[src/rtl/seven_seg_scan.sv]
// seven_seg_scan: time-multiplexed scanner for a multi-digit 7-segment display.
// Captures a packed BCD value into a shadow buffer and promotes it to the
// displayed (active) buffer only at frame boundaries, so a frame never tears.
// Each digit is lit for SCAN_DIV cycles; outputs are registered and computed
// from next-state values so they change on the same edge as index/active.
// Optional feature macro: LEADING_ZERO_BLANK_EN (blank leading zero digits).
module seven_seg_scan #(
    parameter int unsigned NUM_DIGITS = 4,
    parameter int unsigned SCAN_DIV   = 50000
) (
    input  logic                      clk,
    input  logic                      rst,
    input  logic [4*NUM_DIGITS-1:0]   digits_in,
    input  logic [NUM_DIGITS-1:0]     dp_in,
    input  logic                      load,
    input  logic                      enable,
    output logic [3:0]                bcd_out,
    output logic                      dp_out,
    output logic [NUM_DIGITS-1:0]     digit_sel,
    output logic                      frame_done
);

    localparam int unsigned DATA_W = 4 * NUM_DIGITS;
    localparam int unsigned IDX_W  = $clog2(NUM_DIGITS);
    localparam int unsigned PS_W   = $clog2(SCAN_DIV);

    localparam logic [IDX_W-1:0] LAST_IDX = IDX_W'(NUM_DIGITS - 1);
    localparam logic [PS_W-1:0]  LAST_PS  = PS_W'(SCAN_DIV - 1);
    localparam logic [3:0]       BLANK    = 4'hF;

    // Scan position
    logic [PS_W-1:0]       prescaler_q, prescaler_d;
    logic [IDX_W-1:0]      index_q,     index_d;

    // Double-buffered display data
    logic [DATA_W-1:0]     shadow_data_q, shadow_data_d;
    logic [NUM_DIGITS-1:0] shadow_dp_q,   shadow_dp_d;
    logic [DATA_W-1:0]     active_data_q, active_data_d;
    logic [NUM_DIGITS-1:0] active_dp_q,   active_dp_d;
    logic                  pending_q,     pending_d;

    // Registered outputs
    logic [NUM_DIGITS-1:0] digit_sel_q,  digit_sel_d;
    logic [3:0]            bcd_q,        bcd_d;
    logic                  dp_q,         dp_d;
    logic                  frame_done_q, frame_done_d;

    // Scan strobes
    logic                  tick_c;
    logic                  wrap_c;

    // Per-digit display selection helpers
    logic [NUM_DIGITS-1:0] lz_blank_c;
    logic [3:0]            sel_nib_c;
    logic                  sel_dp_c;
    logic                  sel_blank_c;

    // Digit advance happens on the last prescaler count; frame wraps on the last digit
    assign tick_c = enable && (prescaler_q == LAST_PS);
    assign wrap_c = tick_c && (index_q == LAST_IDX);

    // Next-state for scan counters and the shadow/active buffers
    always_comb begin
        prescaler_d   = prescaler_q;
        index_d       = index_q;
        shadow_data_d = shadow_data_q;
        shadow_dp_d   = shadow_dp_q;
        active_data_d = active_data_q;
        active_dp_d   = active_dp_q;
        pending_d     = pending_q;

        if (enable) begin
            prescaler_d = tick_c ? '0 : prescaler_q + PS_W'(1);
        end

        if (tick_c) begin
            index_d = (index_q == LAST_IDX) ? '0 : index_q + IDX_W'(1);
        end

        // Loads are always accepted into the shadow, even while blanked
        if (load) begin
            shadow_data_d = digits_in;
            shadow_dp_d   = dp_in;
            pending_d     = 1'b1;
        end

        // Promote new data only at the frame boundary; a same-cycle load wins
        if (wrap_c) begin
            if (load) begin
                active_data_d = digits_in;
                active_dp_d   = dp_in;
            end else if (pending_q) begin
                active_data_d = shadow_data_q;
                active_dp_d   = shadow_dp_q;
            end
            pending_d = 1'b0;
        end
    end

    // Leading-zero mask over the next active data; digit 0 is never blanked
    always_comb begin
        lz_blank_c = '0;
`ifdef LEADING_ZERO_BLANK_EN
        begin
            logic lz_run;
            lz_run = 1'b1;
            for (int i = int'(NUM_DIGITS) - 1; i >= 1; i--) begin
                if (lz_run && (active_data_d[4*i +: 4] == 4'h0) && !active_dp_d[i]) begin
                    lz_blank_c[i] = 1'b1;
                end else begin
                    lz_run = 1'b0;
                end
            end
        end
`endif
    end

    // Pick the nibble, dp and blank flag for the next digit index
    always_comb begin
        sel_nib_c   = BLANK;
        sel_dp_c    = 1'b0;
        sel_blank_c = 1'b0;
        for (int i = 0; i < int'(NUM_DIGITS); i++) begin
            if (index_d == IDX_W'(i)) begin
                sel_nib_c   = active_data_d[4*i +: 4];
                sel_dp_c    = active_dp_d[i];
                sel_blank_c = lz_blank_c[i];
            end
        end
    end

    // Output next-state: blanked while disabled, otherwise the selected digit
    always_comb begin
        digit_sel_d  = '0;
        bcd_d        = BLANK;
        dp_d         = 1'b0;
        frame_done_d = wrap_c;

        if (enable) begin
            digit_sel_d = NUM_DIGITS'(1) << index_d;
            bcd_d       = sel_blank_c ? BLANK : sel_nib_c;
            dp_d        = sel_dp_c;
        end
    end

    // State and output registers with synchronous reset
    always_ff @(posedge clk) begin
        if (rst) begin
            prescaler_q   <= '0;
            index_q       <= '0;
            shadow_data_q <= '0;
            shadow_dp_q   <= '0;
            active_data_q <= '0;
            active_dp_q   <= '0;
            pending_q     <= 1'b0;
            digit_sel_q   <= '0;
            bcd_q         <= BLANK;
            dp_q          <= 1'b0;
            frame_done_q  <= 1'b0;
        end else begin
            prescaler_q   <= prescaler_d;
            index_q       <= index_d;
            shadow_data_q <= shadow_data_d;
            shadow_dp_q   <= shadow_dp_d;
            active_data_q <= active_data_d;
            active_dp_q   <= active_dp_d;
            pending_q     <= pending_d;
            digit_sel_q   <= digit_sel_d;
            bcd_q         <= bcd_d;
            dp_q          <= dp_d;
            frame_done_q  <= frame_done_d;
        end
    end

    assign digit_sel  = digit_sel_q;
    assign bcd_out    = bcd_q;
    assign dp_out     = dp_q;
    assign frame_done = frame_done_q;

endmodule

[config.mk]
export PLATFORM = sky130hd
export DESIGN_NAME = seven_seg_scan
export DESIGN_NICKNAME = d
export VERILOG_FILES = /design/src/rtl/seven_seg_scan.sv
export SDC_FILE = /design/constraint.sdc
export NUM_CORES = 1
export LEC_CHECK = 0
export BUFFER_PORTS_ARGS = -buffer_cell sky130_fd_sc_hd__buf_2
export CAP_MARGIN = 20
export CORE_ASPECT_RATIO = 0.9
export CORE_MARGIN = 4
export CORE_UTILIZATION = 65
export CTS_BUF_LIST = sky130_fd_sc_hd__clkbuf_4 sky130_fd_sc_hd__clkbuf_8
export CTS_CLUSTER_DIAMETER = 60
export DETAILED_ROUTE_END_ITERATION = 12
export GPL_ROUTABILITY_DRIVEN = 0
export PLACE_DENSITY_LB_ADDON = 0.08
export SYNTH_ARGS = -nofsm -noshare
export SYNTH_HDL_FRONTEND = slang
export SYNTH_SLANG_ARGS = --single-unit
[constraint.sdc]
create_clock -name clk -period 4.05 [get_ports clk]
set_clock_uncertainty 0.2 [all_clocks]
set_input_delay 0.405 -clock clk [delete_from_list [all_inputs] [get_ports clk]]
set_output_delay 0.405 -clock clk [all_outputs]
set_load 0.05 [all_outputs]
After elaboration in Yosys (flattened, before gate mapping)
Cells that the tools add are included.
{"block": "classes", "add_sub_neg": 2, "eq_ne": 5, "n_reduce_logical": 5, "mux": 17, "shifts": 1, "bitwise": 1}
{"operator": "16-bit two-way mux", "n": 4}
{"operator": "4-bit two-way mux", "n": 7}
{"operator": "16-bit by 1-bit adder with 16-bit output (second input constant)", "n": 1}
{"operator": "16-bit equality test (second input constant)", "n": 1}
{"operator": "2-bit equality test (second input constant)", "n": 3}
{"operator": "1-bit two-way mux", "n": 4}
{"operator": "2-bit two-way mux", "n": 2}
{"operator": "2-bit OR reduction", "n": 2}
{"operator": "1-bit by 2-bit << shifter with 4-bit output (first input constant)", "n": 1}
{"operator": "2-bit by 1-bit adder with 2-bit output (second input constant)", "n": 1}
{"operator": "2-bit by 1-bit equality test with 1-bit output (second input constant)", "n": 1}
{"operator": "1-bit logical AND", "n": 2}
{"operator": "2-bit zero test", "n": 1}
{"operator": "1-bit inverter", "n": 1}
{"block": "totals", "wordCells": 42, "ff_bits": 69, "in_bits": 24, "output_inout_bits": 10}

Logic depth before layout (Yosys ltp)
Gate-level depths: netlist of the first run.
{"block": "logic_depth", "ltp_word": 8, "ltp_mapped": 8, "mapped_depth_nobuf": 7}

Worst setup path before layout of the first run
No wires, ideal clock.
{"block": "synth_path", "path_type": "register to register", "start": "register prescaler_q[6]", "end": "register bcd_q[2], in the netlist bcd_out[2]", "setup_slack_ps": 1337, "t_arrival_ps": 2421, "period_less_slack_ps": 2713, "path_buffers": 0, "stages_incl_launch_ff": 7, "setup_ps": 92, "path_cell_list": "dfxtp_1 > or4bb_1 > nor4_4 > mux2i_1 > nor3_1 > and3_1 > nor4_1"}
{"block": "synth_via", "elab_chain_cells": 8}
{"element": "start: declaration", "line_no": "32", "text": "logic [PS_W-1:0] prescaler_q, prescaler_d;"}
{"element": "start signal: assignment", "line_no": "161", "text": "prescaler_q <= prescaler_d;"}
{"element": "16-bit equality test (*)", "line_no": "59", "text": "assign tick_c = enable && (prescaler_q == LAST_PS);"}
{"element": "1-bit logical AND (*)", "line_no": "59"}
{"element": "2-bit two-way mux / 1-bit logical AND (equally long branches)", "line_no": "76, 60"}
{"element": "2-bit zero test / 16-bit two-way mux (equally long branches)", "line_no": "124, 88"}
{"element": "4-bit two-way mux (3 in series)", "line_no": "124", "text": "if (index_d == IDX_W'(i)) begin"}
{"element": "4-bit two-way mux (*)", "line_no": "124"}
{"element": "end signal: assignment", "line_no": "157", "text": "bcd_q <= BLANK;"}
{"element": "end signal: assignment", "line_no": "169", "text": "bcd_q <= bcd_d;"}
{"element": "end: declaration", "line_no": "44", "text": "logic [3:0] bcd_q, bcd_d;"}
Every way passes the cells marked *; elsewhere a longest branch is shown, timed or not.
A chain may end at the register's enable or synchronous reset.

Worst setup path in the final report of the first run
{"block": "layout_path", "start": "register prescaler_q[9]", "end": "register bcd_q[1], in the netlist bcd_out[1]"}
Same word-level chain as after synthesis.

==> impl_results.md, run 1 <==
- Post-Syn Instances: 330
- Worst-path fanout max: 16
- Seq/Total Area, Yosys: 0.466
- Vias in the first global route: 2283
- Setup ws final: 0.652 ns
- Dominant synthesized flop cell: dfxtp_1
- # diodes: 0
- Unique cell type count in the Yosys netlist: 49
- GR Overflow Total: 0
- Max-Slew Margin vs Limit: 0.432
- RSZ-0062 raised after global routing: no
- Initial drt markers: 132
- Synth warn: 0
- Async set or reset register ratio after synthesis: 0
- Final wirelength: 6660 um
- Max frequency: 294 MHz
- TritonCTS buffer count: 9
- Port Buffers: 33
- Wire per inst: 15.7 um
- Nets@finish: 384
- Clk buf depth: 2
- Critical-path top delay cell: nor4_4
- Final instance area: 3400 sq um
- CTS clk-pin slew, worst paths: 0.07 ns
- Pre-CTS WS: 0.677 ns
- Cell area power density: 436 nW/um^2
- Met2 Track Usage GR: 0.370
- Outcome: finished, final reports clean
- Largest net degree at the start of global routing: 51
- Antenna-violating nets left: 0
- Top Usage Layer GRT: met2
- Synth area leader: dfxtp_1
- Layout cell share with drive strength beyond 1: 0.157
- Via count: 2502
- Setup TNS: 0 ns
- Avg Cell Area, Syn: 8.98 sq um
- Number of synthesized flops with an enable pin: 0
- Antenna violations before repair: 0
- DRT Pass-1 Iters: 4
- Total Routing Usage GR: 0.247
- Grt met1 use: 0.333
- Final Util: 0.767
- I/O pins: 34
- Critical Path RT: 4.08 ns
- Final Setup Violations: 0
- Hold buffer count at cts: 0
- Critical Path, Cell by Cell: or4bb_1 -> nor4_4 -> nand2_1 -> a221oi_1 -> o21ai_0 -> a211o_1
- H-tree depth: 3
- VDD IR-drop max: 0.000353 V
- Max-Cap Viols: 0
- Post-CTS setup buffers: 0
- Vias/cell: 5.89
- Synthesized flop and latch total: 69
- Final period util: 0.839
- Dpl cell area: 3150 sq um
- Initial Utilization: 0.669
- Final hold vios: 0
- Die width: 79.2 um
- Worst Setup End Kind: flop
- Met3 usage: 0.0968
- Slew of the pin with the lowest slew margin: 0.849 ns
- CTS tree: done
- Start-to-end type of the worst setup path: reg -> reg
- Rows: 23
- CP peak stage delay: 0.66 ns
- Core area: 4430 sq um
- Proportion of netlist area held by the largest area contributor: 0.466
- Clk sinks: 69
- First-pass GRT wire length: 10800 um
- Pleak: 0.00139 uW
- DRC errors left: 0
- CP startpoint kind: flop
- Cell area after synthesis: 2960 sq um
- Root Driver: clkbuf_8
- Top cells by area, synth: dfxtp_1 (47%), nor2_1 (7.9%), mux2i_1 (6.8%)
- P&R area growth vs syn: 14.8%
- Die H: 72.1 um
- Slew Limit Fails: 0
- Resized cells post-CTS: 0
- Final min period: 3.40 ns
- Synthesized Nets: 356
- Total Power: 1480 uW
- Min-Delay Path Class: in -> reg
- Hpwl dp: 4390 um
- Die ar.: 5700 sq um
- Clk_lat worst skew: 0.34 ns
- WP data arrival: 3.43 ns
==> cell usage in the layout (no fill, tap or decap), types with 6 or more instances in the layout <==
cell type  count
a22oi_1        6
nor3_1        11
and3_1        10
a21oi_1       14
buf_2         33
o21ai_0       10
xor2_1         7
clkbuf_8      10
a32oi_1        6
nand2_1       11
inv_1          9
mux2i_1       20
dfxtp_1       69
nor2_1        62
==> Yosys cell counts, types with 3 or more instances <==
cell	number
a21oi_1	14
a221oi_1	3
a22o_1	3
a22oi_1	6
a31oi_1	3
a32o_1	4
a32oi_1	6
and3_1	10
buf_1	3
buf_2	3
clkbuf_1	13
dfxtp_1	69
inv_1	9
mux2i_1	20
nand2_1	11
nand3_1	5
nand4_1	5
nor2_1	62
nor2b_1	5
nor3_1	11
nor4_1	3
o21ai_0	10
o22ai_1	5
or3_1	5
xnor2_1	4
xor2_1	7
==> per-stage QoR <==
stage	cells	hold slack, ns
2_1_floorplan	330	0.251
5_1_grt	425	0.117
4_1_cts	425	0.108
3_3_place_gp	409	0.271
6_report	425	0.119
3_5_place_dp	409	0.280
==> sequential cells by signal (all words and copies together), names as in the netlist <==
register	cells
frame_done	1
pending_q	1
prescaler_q	16
active_dp_q	4
shadow_dp_q	4
index_q	2
dp_out	1
shadow_data_q	16
digit_sel	4
bcd_out	4
active_data_q	16
==> final cells by class <==
class / instances / area, sq um
clock buffer: 12 / 153
clock inverter: 4 / 95.1
fill: 340 / 1030
inverter: 9 / 33.8
multi-input combinational: 233 / 1470
sequential: 69 / 1380
tap: 62 / 77.6
timing repair buffer: 36 / 188
==> routing by layer <==
layer / part of all wire / up-vias
li1: - / 1251
met1: 0.45 / 1150
met2: 0.47 / 95
met3: 0.076 / 6
met4: 0.0078 / 0
met5: 0 / -
==> worst max-delay path, delay by kind of cell, from the launching register on <==
kind	cells	cell delay, ns
AO/OA/AOI/OAI	3	0.93
flip-flops	1	0.38
AND/OR/NAND/NOR	3	1.76
==> logic make-up (layout without fill, tap and decap cells) <==
family | Yosys count | after routing | share of synthesized area
DFF | 69 | 69 | 0.466
xor gates and xnor gates | 11 | 11 | 0.0325
buffers and inverters | 28 | 61 | 0.0367
AOI/OAI and AO/OA | 68 | 68 | 0.163
muxes | 21 | 21 | 0.0714
and+or+nand+nor | 131 | 131 | 0.222
adders and majority gates | 2 | 2 | 0.00844
==> path summary, 6_finish.rpt <==
check,slack [ns],to,depth (start not counted),start
worst min-delay path,0.12,shadow_data_q[12],3,digits_in[12]
worst max-delay path,0.65,bcd_out[1],6,prescaler_q[9]
worst min register to register,0.30,shadow_dp_q[2],2,shadow_dp_q[2]
worst max register to register,0.65,bcd_out[1],6,prescaler_q[9]
==> report_power, final <==
| part | switching (uW) | internal, uW | total [uW] |
|---|---|---|---|
| Sequential | 11.6 | 695 | 706 |
| Combinational | 57.1 | 34.0 | 91.1 |
| Clock | 246 | 439 | 685 |
No activity file was read; power rests on OpenSTA's default activity.
==> inputs of run 2 (changes only) <==
Settings changed: CORE_UTILIZATION 65 to 54.
Clock period 4.05 ns to 3.1 ns, I/O delays scaled along.
==> run 2 against run 1 <==
  * Core utilization down 12 points
  * Wire length up 5.7%
  * Sequential share of layout area barely moved
  * Register-to-register slack lost 0.42 ns
  * Worst hold slack worse by 0.10 ns
  * Global-route usage fell by 2.2 points
  * Final area is 0.11% lower
  * Sequential power increased by 31%
  * Critical path type unchanged
==> impl_results.md, run 2 (synthesis results as in run 1) <==
- Outcome: finished, final reports clean (unchanged)
- Critical Path End: bcd_out[2] (was bcd_out[1])
- Reg2Reg Depth: 8 (was 6)
- P&R area growth vs syn: 14.7% (was 14.8%)
- Hold WS: 0.0165 ns (was 0.119 ns)
- Nets@finish: 391 (was 384)
- Psw: 422 uW (was 314 uW)
- Final Setup Violations: 0 (unchanged)
- Pleak: 0.00140 uW (was 0.00139 uW)
- Clk_lat worst skew: 0.34 ns (about the same)
- Final hold vios: 0 (unchanged)
- Max-Cap Viols: 0 (unchanged)
- Slew Limit Fails: 0 (unchanged)
- Via count: 2575 (was 2502)
- Sw Ratio: 0.246 (was 0.212)
- Vias in the first global route: 2502 (was 2283)
- Total Routing Usage GR: 0.225 (was 0.247)
- Hpwl dp: 4850 um (was 4390 um)
- Min-Delay Path Class: in -> reg (unchanged)
- Critical Path RT: 3.15 ns (was 4.08 ns)
- Regs by FF count: active_data_q: 16 flops, prescaler_q: 16 flops, shadow_data_q: 16 flops (unchanged)
- Final min period: 2.87 ns (was 3.40 ns)
- CTS clk-pin slew, worst paths: 0.07 ns (about the same)
- Wire per inst: 16.1 um (was 15.7 um)
- Worst-path fanout max: 22 (was 16)
- Die H: 78.3 um (was 72.1 um)
- Final period util: 0.926 (was 0.839)
- Clock power share: 0.391 (was 0.462)
- DRT Pass-1 Iters: 5 (was 4)
- Worst Setup End Kind: flop (unchanged)
- TritonCTS buffer count: 9 (unchanged)
- Clk buf depth: 2 (unchanged)
- Die ar.: 6740 sq um (was 5700 sq um)
- Initial drt markers: 173 (was 132)
- Max-Slew Margin vs Limit: 0.397 (was 0.432)
- VDD IR-drop max: 0.000355 V (was 0.000353 V)
- GR Overflow Total: 0 (unchanged)
- Crit Reg-Reg Endpoint: bcd_out[2] (was bcd_out[1])
- DRC errors left: 0 (unchanged)
- Gate power share: 0.071 (was 0.061)
- Total Power: 1710 uW (was 1480 uW)
- Final Util: 0.643 (was 0.767)
- First-pass GRT wire length: 12000 um (was 10800 um)
- Pint: 1290 uW (was 1170 uW)
- Rows: 25 (was 23)
- Post-CTS setup buffers: 0 (unchanged)
- Reg power frac: 0.538 (was 0.477)
- Most frequent cells in the layout: dfxtp_1 (69), nor2_1 (62), buf_2 (33) (unchanged)
- Die width: 86.1 um (was 79.2 um)
- Root Driver: clkbuf_8 (unchanged)
- Initial Utilization: 0.560 (was 0.669)
- Max frequency: 348 MHz (was 294 MHz)
- R2r startpoint: prescaler_q[6] (was prescaler_q[9])
- I/O pins: 34 (unchanged)
- R2R setup slack: 0.23 ns (was 0.65 ns)
- Commonest non-fill, non-tap cell in the layout: dfxtp_1 (unchanged)
- RSZ-0062 raised after global routing: no (unchanged)
- Layout cell share with drive strength beyond 1: 0.176 (was 0.157)
- Setup TNS: 0 ns (unchanged)
- Crit path from: prescaler_q[6] (was prescaler_q[9])
- CP startpoint kind: flop (unchanged)
- # diodes: 0 (unchanged)
- Largest net degree at the start of global routing: 36 (was 51)
- Clk sinks: 69 (unchanged)
- Start-to-end type of the worst setup path: reg -> reg (unchanged)
- Vias/cell: 5.89 (about the same)
- Port Buffers: 33 (unchanged)
- CTS tree: done (unchanged)
- Antenna-violating nets left: 0 (unchanged)
- Slew of the pin with the lowest slew margin: 0.901 ns (was 0.849 ns)
- H-tree depth: 3 (unchanged)
- WP data arrival: 2.92 ns (was 3.43 ns)
- Final wirelength: 7040 um (was 6660 um)
- Cell area power density: 504 nW/um^2 (was 436 nW/um^2)
- Core area: 5290 sq um (was 4430 sq um)
- Antenna violations before repair: 0 (unchanged)
run 2: final cells by class:
cell class	instances	area, sq um
timing repair buffer	43	240
fill	454	1890
sequential	69	1380
inverter	9	33.8
tap	67	83.8
multi-input combinational	233	1480
clock buffer	12	159
clock inverter	4	22.5
run 2: routing by layer:
| layer | GRT usage | share of wire |
|---|---|---|
| met1 | 0.305 | 0.50 |
| met2 | 0.341 | 0.43 |
| met3 | 0.0714 | 0.061 |
| met4 | 0.0712 | 0.0090 |
| met5 | 0 | 0 |
run 2: power by group through the flow:
stage / Sequential [uW] / Combinational, uW / Clock, uW
detailed placement: 942 / 121 / 0
CTS: 922 / 121 / 684
floorplan: 948 / 72.6 / 0
global placement: 942 / 121 / 0
global route: 925 / 135 / 721
finish: 922 / 121 / 671
run 2: worst min-delay path by stage:
stage / startpoint / end / depth (start not counted)
after detailed placement: shadow_dp_q[2] / shadow_dp_q[2] / 2
after CTS: digits_in[15] / shadow_data_q[15] / 3
after global routing: digits_in[15] / shadow_data_q[15] / 3
after global placement: shadow_dp_q[2] / shadow_dp_q[2] / 2
after floorplan: shadow_data_q[4] / shadow_data_q[4] / 2
final: digits_in[12] / shadow_data_q[12] / 3
run 2: per-stage QoR:
stage	setup WS, ns	instances	instance area, sq um
5_1_grt	0.0324	437	3400
6_report	0.230	437	3400
3_3_place_gp	0.306	421	3210
4_1_cts	0.157	437	3390
3_5_place_dp	0.199	421	3210
2_1_floorplan	0.387	330	2960
run 2: worst max-delay path, stage by stage (launching register included):
cell and delay, ns:
dfxtp_1 0.37, or4bb_1 0.55, nor4_4 0.29, buf_4 0.26, and2_1 0.15, buf_4 0.26, a32oi_1 0.17, and4b_1 0.26
nor4_1 0.25
run 2: repair_timing:
action | CTS | global route
endpoints found under the hold margin | 0 | 0
endpoints found under the setup margin | 0 | 2
resized for setup | 0 | 1
hold buffers | 0 | 0
==> inputs of run 3 (changes only) <==
Settings changed: CAP_MARGIN 20 to 15, CELL_PAD_IN_SITES_DETAIL_PLACEMENT set to 1, CELL_PAD_IN_SITES_GLOBAL_PLACEMENT set to 1, CORE_UTILIZATION 54 to 46.
Clock period 3.1 ns to 2.79 ns, I/O delays scaled along.
==> run 3 against run 2 <==
  * Final cell count is 12% higher
  * Setup slack worse by 0.11 ns
  * Highest routed layer unchanged
  * Sequential power is 11% higher
  * Largest cell class unchanged
  * Combinational power increased by 38%
  * Power up 17%
  * Sequential share of layout area decreased by 3.9 points
==> impl_results.md, run 3 (synthesis results as in run 1) <==
- Slew of the pin with the lowest slew margin: 0.637 ns (was 0.901 ns)
- Reg2Reg Depth: 9 (was 8)
- CP startpoint kind: flop (unchanged)
- Antenna-violating nets left: 0 (unchanged)
- Layout cell share with drive strength beyond 1: 0.211 (was 0.176)
- Post-Layout Cell Count: 489 (was 437)
- Root Driver: clkbuf_8 (unchanged)
- R2R setup slack: 0.12 ns (was 0.23 ns)
- Final Setup Violations: 0 (unchanged)
- Port Buffers: 33 (unchanged)
- Setup ws final: 0.120 ns (was 0.230 ns)
- Total Power: 2010 uW (was 1710 uW)
- First-pass GRT wire length: 14000 um (was 12000 um)
- Initial Utilization: 0.479 (was 0.560)
- Critical Path End: bcd_out[3] (was bcd_out[2])
- Die width: 92.6 um (was 86.1 um)
- # diodes: 0 (unchanged)
- Commonest non-fill, non-tap cell in the layout: dfxtp_1 (unchanged)
- WP data arrival: 2.74 ns (was 2.92 ns)
- Die H: 84.1 um (was 78.3 um)
- Clk_lat worst skew: 0.35 ns (was 0.34 ns)
- I/O pins: 34 (unchanged)
- Final instance area: 3760 sq um (was 3400 sq um)
- Max frequency: 375 MHz (was 348 MHz)
- Antenna violations before repair: 0 (unchanged)
- CTS tree: done (unchanged)
- Crit Reg-Reg Endpoint: bcd_out[3] (was bcd_out[2])
- WP depth: 9 (was 8)
- Worst path most repeated cell: buf_6 (was buf_4)
- Core area: 6180 sq um (was 5290 sq um)
- Max-Cap Viols: 0 (unchanged)
- CP peak stage delay: 0.56 ns (was 0.55 ns)
- Post-CTS setup buffers: 0 (unchanged)
- Die ar.: 7790 sq um (was 6740 sq um)
- TritonCTS buffer count: 9 (unchanged)
- Vias in the first global route: 2816 (was 2502)
- Via count: 2748 (was 2575)
- Final wirelength: 8390 um (was 7040 um)
- Slew Limit Fails: 0 (unchanged)
- Final min period: 2.67 ns (was 2.87 ns)
- Largest net degree at the start of global routing: 49 (was 36)
- R2r startpoint: prescaler_q[9] (was prescaler_q[6])
- P&R area growth vs syn: 27.1% (was 14.7%)
- Clk sinks: 69 (unchanged)
- H-tree depth: 3 (unchanged)
- Total Routing Usage GR: 0.226 (was 0.225)
- Final Util: 0.609 (was 0.643)
- Most frequent cells in the layout: dfxtp_1 (68), nor2_1 (62), buf_2 (33) (was dfxtp_1 (69), nor2_1 (62), buf_2 (33))
- Outcome: finished, final reports clean (unchanged)
- Vias/cell: 5.62 (was 5.89)
- Nets@finish: 423 (was 391)
- Dpl cell area: 3360 sq um (was 3210 sq um)
- Hpwl dp: 5690 um (was 4850 um)
- DRC errors left: 0 (unchanged)
- Max-Slew Margin vs Limit: 0.572 (was 0.397)
- VDD IR-drop max: 0.000358 V (was 0.000355 V)
- Final period util: 0.957 (was 0.926)
- Rows: 27 (was 25)
- Critical Path, Cell by Cell: or4bb_4 -> nor4_4 -> buf_6 -> buf_6 -> and3_4 -> buf_12 -> a22oi_1 -> and4b_1 -> nor4_2 (was or4bb_1 -> nor4_4 -> buf_4 -> and2_1 -> buf_4 -> a32oi_1 -> and4b_1 -> nor4_1)
- Initial drt markers: 99 (was 173)
- DRT Pass-1 Iters: 4 (was 5)
- Clk buf depth: 2 (unchanged)
- Cell area power density: 535 nW/um^2 (was 504 nW/um^2)
- Crit path from: prescaler_q[9] (was prescaler_q[6])
- Pleak: 0.00155 uW (was 0.00140 uW)
- Pre-CTS WS: 0.0597 ns (was 0.199 ns)
- CP delay by family, top: simple AND/OR/NAND/NOR gates (unchanged)
- Placed Cells: 456 (was 421)
- Wire per inst: 17.2 um (was 16.1 um)
- Worst-path fanout max: 11 (was 22)
- Start-to-end type of the worst setup path: reg -> reg (unchanged)
- Critical Path RT: 2.86 ns (was 3.15 ns)
- Min-Delay Path Class: in -> reg (unchanged)
- CTS clk-pin slew, worst paths: 0.08 ns (was 0.07 ns)
- Worst Setup End Kind: flop (unchanged)
- Final hold vios: 0 (unchanged)
- Critical-path top delay cell: or4bb_4 (was or4bb_1)
- GR Overflow Total: 0 (unchanged)
- Regs by FF count: active_data_q: 16 flops, prescaler_q: 16 flops, shadow_data_q: 16 flops (unchanged)
- Worst path bufs/invs: 3 (was 2)
-- run 3: worst reg2reg max path: cells and delay by family (launching register included) --
family	cells	cell delay [ns]
AO/OA/AOI/OAI	1	0.09
buffers and inverters	3	0.44
AND/OR/NAND/NOR	5	1.51
flip-flops	1	0.34
-- run 3: worst min path at each step --
stage | start | endpoint | slack (ns) | cells after the start
2_1_floorplan | digits_in[0] | shadow_data_q[0] | 0.22 | 2
3_3_place_gp | shadow_dp_q[2] | shadow_dp_q[2] | 0.28 | 2
3_5_place_dp | shadow_data_q[4] | shadow_data_q[4] | 0.28 | 2
4_1_cts | digits_in[0] | shadow_data_q[0] | 0.008 | 3
5_1_grt | dp_in[0] | shadow_dp_q[0] | 0.001 | 3
6_report | dp_in[0] | shadow_dp_q[0] | 0.01 | 3
-- run 3: area by class of cell --
cell class	count	area, sq um
Multi-Input combinational cell	233	1500
Fill cell	739	2420
Sequential cell	69	1380
Inverter	9	33.8
Clock buffer	9	124
Tap cell	87	109
Timing Repair Buffer	75	543
Clock inverter	7	75.1
-- run 3: what timing repair did --
| item | in CTS | in global routing |
|---|---|---|
| hold buffers | 17 | 0 |
| endpoints found under the setup margin | 0 | 5 |
| resized for setup | 0 | 8 |
| endpoints found under the hold margin | 17 | 0 |
-- run 3: report_power, final --
part | internal, uW | switching, uW
logic | 69.7 | 97.4
registers | 1010 | 13.1
clock network | 415 | 410
total | 1490 | 521
-- run 3: stage by stage --
| stage | hold WS (ns) | TNS, ns |
|---|---|---|
| floorplan | 0.224 | 0 |
| global placement | 0.276 | 0 |
| detailed placement | 0.281 | 0 |
| CTS | 0.00760 | 0 |
| global route | 0.00136 | -0.0278 |
| finish | 0.0111 | 0 |
-- run 3: layer usage --
metal	vias up	global-route usage	wire length, um
met1	1349	0.307	3970
met2	58	0.356	3970
met4	0	0.0567	77
met5	-	0	0
met3	7	0.0645	372
li1	1334	-	-
